<file path="src/rtl/prog_clk_div_if.sv">
// prog_clk_div_if -- configuration request channel for prog_clk_div.
//   cfg_valid : request valid (master -> slave)
//   cfg_ready : request accepted on posedge when valid & ready (slave -> master)
//   cfg_ch    : target channel index
//   cfg_div   : period in clk cycles (raw, clamped by the slave)
//   cfg_high  : high time in clk cycles, 0 selects 50% (raw, clamped by the slave)
interface prog_clk_div_if #(
   parameter int NUM_CH = 2,
   parameter int CNT_W  = 16,
   parameter int CH_W   = (NUM_CH > 1) ? $clog2(NUM_CH) : 1
);
   logic             cfg_valid;
   logic             cfg_ready;
   logic [CH_W-1:0]  cfg_ch;
   logic [CNT_W-1:0] cfg_div;
   logic [CNT_W-1:0] cfg_high;

   modport master (output cfg_valid, cfg_ch, cfg_div, cfg_high, input cfg_ready);
   modport slave  (input cfg_valid, cfg_ch, cfg_div, cfg_high, output cfg_ready);
endinterface

</file>
<file path="src/rtl/prog_clk_div.sv">
// prog_clk_div -- multi-channel programmable clock divider.
// Each channel produces a registered, duty-configurable divided clock from clk.
// New divide/high settings land in a per-channel shadow register and are
// copied to the active set at a period boundary (or immediately when idle),
// so output waveforms never glitch.
// Ports:
//   clk, rst : system clock, synchronous active-high reset
//   cfg      : prog_clk_div_if.slave config request channel
//   ch_en    : per-channel run request
//   clk_out  : per-channel divided clock (flop output)
//   running  : per-channel, channel is in RUN or STOPPING
//   tick     : per-channel 1-cycle pulse at each period start
// Optional: define PROG_CLK_DIV_TICK_EN to build the tick logic; otherwise
// tick is tied to 0.

module prog_clk_div_ch #(
   parameter int CNT_W = 16
) (
   input  logic             clk,
   input  logic             rst,
   input  logic             en,
   input  logic             acc,      // accepted request for this channel
   input  logic [CNT_W-1:0] div_in,   // already clamped
   input  logic [CNT_W-1:0] high_in,  // already clamped
   output logic             pending,
   output logic             clk_out,
   output logic             running,
   output logic             tick
);
   typedef enum logic [1:0] {IDLE, RUN, STOPPING} state_t;

   state_t           state, state_n;
   logic [CNT_W-1:0] cnt, cnt_n, cnt_adv;
   logic [CNT_W-1:0] div_a, high_a, div_s, high_s;
   logic [CNT_W-1:0] high_use;
   logic             pend, last, xfer, clk_q, clk_n;

   always_comb begin
      last     = (cnt == div_a - 1'b1);
      // idle channels take the shadow at once; running ones only at wrap
      xfer     = pend && ((state == IDLE) || last);
      high_use = xfer ? high_s : high_a;
      cnt_adv  = last ? '0 : cnt + 1'b1;
      state_n  = state;
      cnt_n    = cnt;
      clk_n    = 1'b0;
      case (state)
         IDLE: begin
            if (en) begin
               state_n = RUN;
               cnt_n   = '0;
            end
         end
         RUN: begin
            cnt_n = cnt_adv;
            if (!en) state_n = STOPPING;
         end
         STOPPING: begin
            if (en) begin
               state_n = RUN;
               cnt_n   = cnt_adv;
            end else if (last) begin
               state_n = IDLE;
               cnt_n   = '0;
            end else begin
               cnt_n   = cnt_adv;
            end
         end
         default: state_n = IDLE;
      endcase
      if (state_n != IDLE) clk_n = (cnt_n < high_use);
   end

   always_ff @(posedge clk) begin
      if (rst) begin
         state  <= IDLE;
         cnt    <= '0;
         clk_q  <= 1'b0;
         div_a  <= CNT_W'(2);
         high_a <= CNT_W'(1);
         div_s  <= CNT_W'(2);
         high_s <= CNT_W'(1);
         pend   <= 1'b0;
      end else begin
         state <= state_n;
         cnt   <= cnt_n;
         clk_q <= clk_n;
         if (xfer) begin
            div_a  <= div_s;
            high_a <= high_s;
         end
         if (acc) begin
            div_s  <= div_in;
            high_s <= high_in;
         end
         // acc only fires while pend is clear, so it never races xfer
         pend <= acc | (pend & ~xfer);
      end
   end

`ifdef PROG_CLK_DIV_TICK_EN
   logic tick_q;
   always_ff @(posedge clk) begin
      if (rst) tick_q <= 1'b0;
      else     tick_q <= (state_n != IDLE) && (cnt_n == '0);
   end
   assign tick = tick_q;
`else
   assign tick = 1'b0;
`endif

   assign pending = pend;
   assign clk_out = clk_q;
   assign running = (state != IDLE);
endmodule

module prog_clk_div #(
   parameter int NUM_CH = 2,
   parameter int CNT_W  = 16
) (
   input  logic              clk,
   input  logic              rst,
   prog_clk_div_if.slave     cfg,
   input  logic [NUM_CH-1:0] ch_en,
   output logic [NUM_CH-1:0] clk_out,
   output logic [NUM_CH-1:0] running,
   output logic [NUM_CH-1:0] tick
);
   localparam int CH_W = (NUM_CH > 1) ? $clog2(NUM_CH) : 1;

   logic [CNT_W-1:0]  div_eff, high_eff;
   logic [NUM_CH-1:0] pending, acc;
   logic              ch_ok;

   // clamp once at the port; channels only ever see legal values
   always_comb begin
      div_eff = (cfg.cfg_div < CNT_W'(2)) ? CNT_W'(2) : cfg.cfg_div;
      if (cfg.cfg_high == '0) begin
         high_eff = div_eff >> 1;
      end else begin
         high_eff = (cfg.cfg_high > div_eff - 1'b1) ? div_eff - 1'b1 : cfg.cfg_high;
         if (high_eff == '0) high_eff = CNT_W'(1);
      end
   end

   // out-of-range channels are accepted and dropped
   assign ch_ok         = (int'(cfg.cfg_ch) < NUM_CH);
   assign cfg.cfg_ready = ch_ok ? ~pending[cfg.cfg_ch] : 1'b1;

   for (genvar i = 0; i < NUM_CH; i++) begin : g_ch
      assign acc[i] = cfg.cfg_valid && cfg.cfg_ready && ch_ok &&
                      (cfg.cfg_ch == CH_W'(i));
      prog_clk_div_ch #(.CNT_W(CNT_W)) u_ch (
         .clk     (clk),
         .rst     (rst),
         .en      (ch_en[i]),
         .acc     (acc[i]),
         .div_in  (div_eff),
         .high_in (high_eff),
         .pending (pending[i]),
         .clk_out (clk_out[i]),
         .running (running[i]),
         .tick    (tick[i])
      );
   end
endmodule

</file>
<file path="src/flat_wrapper.sv">
// flat-port wrapper written by rule: the top's interface ports become plain ports
module prog_clk_div_flat 
#(
   parameter int NUM_CH = 2,
   parameter int CNT_W  = 16
)
  (clk, rst, ch_en, clk_out, running, tick, cfg_cfg_valid, cfg_cfg_ch, cfg_cfg_div, cfg_cfg_high, cfg_cfg_ready);
  prog_clk_div_if #(.NUM_CH(NUM_CH), .CNT_W(CNT_W)) cfg_i ();
  input  logic clk;
  input  logic rst;
  input  logic [NUM_CH-1:0] ch_en;
  output logic [NUM_CH-1:0] clk_out;
  output logic [NUM_CH-1:0] running;
  output logic [NUM_CH-1:0] tick;
  input wire logic [$bits(cfg_i.cfg_valid)-1:0] cfg_cfg_valid;
  input wire logic [$bits(cfg_i.cfg_ch)-1:0] cfg_cfg_ch;
  input wire logic [$bits(cfg_i.cfg_div)-1:0] cfg_cfg_div;
  input wire logic [$bits(cfg_i.cfg_high)-1:0] cfg_cfg_high;
  output wire logic [$bits(cfg_i.cfg_ready)-1:0] cfg_cfg_ready;
  assign cfg_i.cfg_valid = cfg_cfg_valid;
  assign cfg_i.cfg_ch = cfg_cfg_ch;
  assign cfg_i.cfg_div = cfg_cfg_div;
  assign cfg_i.cfg_high = cfg_cfg_high;
  assign cfg_cfg_ready = cfg_i.cfg_ready;
  prog_clk_div #(.NUM_CH(NUM_CH), .CNT_W(CNT_W)) u_core (.clk(clk), .rst(rst), .cfg(cfg_i), .ch_en(ch_en), .clk_out(clk_out), .running(running), .tick(tick));
endmodule
</file>
<file path="config.mk">
export PLATFORM = sky130hd
export DESIGN_NAME = prog_clk_div_flat
export DESIGN_NICKNAME = d
export VERILOG_FILES = /design/src/rtl/prog_clk_div_if.sv /design/src/rtl/prog_clk_div.sv /design/src/flat_wrapper.sv
export SDC_FILE = /design/constraint.sdc
export NUM_CORES = 1
export LEC_CHECK = 0
export CAP_MARGIN = 15
export CORE_MARGIN = 4
export CORE_UTILIZATION = 55
export DETAILED_ROUTE_END_ITERATION = 8
export PLACE_DENSITY = 0.83
export RECOVER_POWER = 50
export SYNTH_ARGS = -nofsm -noshare
export SYNTH_HDL_FRONTEND = slang
export SYNTH_SLANG_ARGS = --single-unit
export TNS_END_PERCENT = 50
</file>
<file path="constraint.sdc">
create_clock -name clk -period 7.28 [get_ports clk]
set_input_delay 0.728 -clock clk [delete_from_list [all_inputs] [get_ports clk]]
set_output_delay 0.728 -clock clk [all_outputs]
set_load 0.05 [all_outputs]
</file>
==> summary.txt <==
Status
  • Outcome: finished with violations
  • Failing checks: capacitance limit, slew limit

Detailed routing
  • Post-route ant nets: 0
  • Post-DR wirelength/cell: 18.1 um
  • Initial DRC count: about 580
  • DR vias: 8211
  • Wirelength, routed: 24.4 mm
  • Remaining DRCs: 0
  • Post-DR vias/cell: approximately 6.1
  • Detailed Routing Iterations Pass 1: 5

Floorplanning
  • Initial Util: 0.566
  • Ports: 45
  • Die area: between 15000 and 20000 um^2
  • Die Span X: 139 um
  • Num rows: 47
  • Core area: 16800 um^2
  • Die Ht: 139 um

Setup path
  • Critical Path AT: 6.57 ns
  • CP endpoint kind: flip-flop
  • CP max stage delay: between 2 and 3 ns
  • Cell mode on critical path: clkbuf_1
  • Worst Path Max Fanout: 100
  • Worst EP required: between 7 and 8 ns
  • Buffers and inverters on the worst path: 2
  • Worst path slowest cell: clkbuf_1
  • CP Class: in2reg
  • FF-to-FF Start: u_core.g_ch[1].u_ch.div_a[2]
  • Critical Path Source Type: primary input
  • CP cell instances: clkbuf_1, clkbuf_1, a211oi_1, o31a_1, a21oi_1
  • CP delay by family, top: buffers and inverters
  • CP startpoint: rst

Pwr
  • Final Total Pwr: about 2.1 mW
  • Leak: 4.45 nW
  • Internal Power: 1.58 mW
  • Worst VDD drop: 0.167 mV
  • Clock network fraction of total power: 0.410
  • Switch share: 0.262
  • Pwr dens: 205 nW/um^2
  • Sequential power share: 0.456
  • Comb pwr share: 0.135
  • Switch Pwr: 562 uW

Global routing
  • All-Layer GR Usage: 0.245
  • Gr ovfl total: 0
  • Initial antenna violation count: 1
  • Vias in the first global route: 7540
  • Global-route wire length before repair: ~40 mm
  • Largest net degree at the start of global routing: 101

Synth
  • Seq cells post-synth: about 170
  • Synth async-reset ratio: 0
  • Number of flops mapped to enable cells by yosys: 0
  • Top FF cell, synth: dfxtp_1
  • Sequential fraction of the synthesis area: 0.354
  • Cell count after synthesis: 1117
  • Warnings, synthesis: 0
  • Post-Syn Area: 9490 um^2
  • Avg Synthesized Cell Area: around 8.5 um^2
  • Synth cell types: 70

Final layout
  • # fillers: 1428
  • NumNets Final: 1206
  • P&R area growth vs syn: 10.4%
  • # diodes: 0
  • Fin cells: 1350
  • Area of the multi-input gates: 5700 um^2
  • Flip-flop and latch area: approximately 3400 um^2
  • Share of cells above drive strength 1: 0.0619
  • Most frequent cells in the layout: dfxtp_1, nor2_1, nand2_1
  • Commonest non-fill, non-tap cell in the layout: dfxtp_1

Min path
  • Hold WC Path Type: reg2reg
  • HP Start: u_core.g_ch[1].u_ch.div_s[2]

Clocking
  • Total CTS buffers: 17
  • Hold-fix buffers, CTS: 0
  • CTS Sinks: approximately 170
  • Htree depth: 4
  • Worst-path clk slew: 0.06 ns
  • Clock buffer depth: 2
  • Clk_lat worst skew: 0.42 ns
  • Post-CTS Repair Setup Buffers: 0
  • CTS tree: done
  • CTS Root Cell: clkbuf_16
  • # resized after CTS: 0

Timing
  • Final setup margin: 1.05 ns
  • Post-Route Skew: 0.0112 ns
  • Setup TNS: 0 ns
  • Final Hold Vio Count: 0
  • Max_slew headroom: -1.83
  • Tcrit/Tclk final: 0.856
  • Actual slew at the worst max-slew pin: 4.24 ns
  • WHS: ~0.46 ns
  • Minimum clock period: 6.23 ns
  • Final setup viols: 0
  • Final slew viol count: 237
  • RSZ-0062 raised after global routing: no
  • Max Freq: around 160 MHz

Placement
  • Placed cells: 1318
  • Final HPWL DP: 18.3 mm
  • PortBufs: 42
  • DP Worst Slack: ~0.95 ns
  • Gpl congestion: 0.960

Flow run
  • Max-cap violation count: 4
-- cell families after synthesis --
logic type / share of synthesized area
compound gates: 0.157
xor+xnor: 0.0461
simple gates: 0.228
fa+ha+maj: 0.0672
mux: 0.100
buf+inv: 0.0467
flops: 0.354
other cells: 0.000395
-- final timing paths --
path,end,slack [ns],cells after the start
setup reg to reg,u_core.g_ch[1].u_ch.clk_out,1.29,18
hold / removal,u_core.g_ch[1].u_ch.div_s[2],0.46,2
hold reg to reg,u_core.g_ch[1].u_ch.div_s[2],0.46,2
setup / recovery,u_core.g_ch[1].u_ch.high_s[0],1.05,5
-- registers in the layout (all words and copies together), names as in the netlist --
name                      flops
u_core.g_ch.u_ch.cnt         32
u_core.g_ch.u_ch.state        4
u_core.g_ch.u_ch.high_a      32
u_core.g_ch.u_ch.pending      2
u_core.g_ch.u_ch.high_s      32
u_core.g_ch.u_ch.clk_out      2
u_core.g_ch.u_ch.div_s       32
u_core.g_ch.u_ch.div_a       32
-- Yosys cell counts, drive strengths merged (3+ instances only) --
cell	instances	area, um^2
nor3	25	125
inv	26	97.6
a221oi	3	26.3
clkbuf	49	184
nor2	133	499
and3	22	138
nor2b	32	200
o21a	9	67.6
a22o	3	26.3
nand2	101	379
nand2b	18	113
a41oi	3	26.3
or2	8	50.1
nor3b	9	67.6
or4	8	63.8
xnor2	22	193
mux2	5	56.3
ha	51	638
nand4	17	106
and3b	3	26.3
o41ai	3	26.3
a21o	13	97.6
nor4	16	100
a21oi	71	355
o31ai	3	22.5
a31o	3	26.3
and2	5	31.3
or3	4	25.0
o211ai	9	67.6
mux2i	84	897
a211o	6	52.6
xor2	28	245
a211oi	37	278
nor4b	3	26.3
dfxtp	168	3360
a31oi	16	100
o21ai	31	155
buf	21	161
nand3	15	75.1
nand4b	5	43.8
o31a	3	26.3
-- per-stage QoR --
stage / utilization / area [um^2]
5_1_grt: 0.625 / 10500
6_report: 0.625 / 10500
3_3_place_gp: 0.592 / 9920
3_5_place_dp: 0.592 / 9920
2_1_floorplan: - / 9500
4_1_cts: 0.626 / 10500
-- tightest hold or removal path, cell delays in order, from the launching register on --
cell and delay (ns):
dfxtp_1 0.31, nand2_1 0.05, a21oi_1 0.05
-- metal layers --
| layer | vias to the layer above | routed length (um) | global-route usage |
|---|---|---|---|
| li1 | 3993 | - | - |
| met1 | 3898 | 11100 | 0.339 |
| met2 | 280 | 11400 | 0.396 |
| met3 | 38 | 1470 | 0.0422 |
| met4 | 2 | 465 | 0.0700 |
| met5 | - | 7 | 0 |
-- layout make-up --
class                           count  area share
Tap cell                          220      0.0263
Clock inverter                      9      0.0110
Sequential cell                   168       0.321
Timing Repair Buffer               50      0.0445
Inverter                           26     0.00931
Clock buffer                       23      0.0437
Multi-Input combinational cell    854       0.544
-- power by group through the flow --
stage                     Combinational, mW  Clock, mW  Sequential [mW]
after floorplan                       0.210          0            0.984
after global placement                0.282          0            0.996
after detailed placement              0.284          0            0.997
after CTS                             0.286      0.889            0.977
after global routing                  0.316      0.932            0.980
final                                 0.289      0.879            0.978
(Power assumes the default switching activity.)
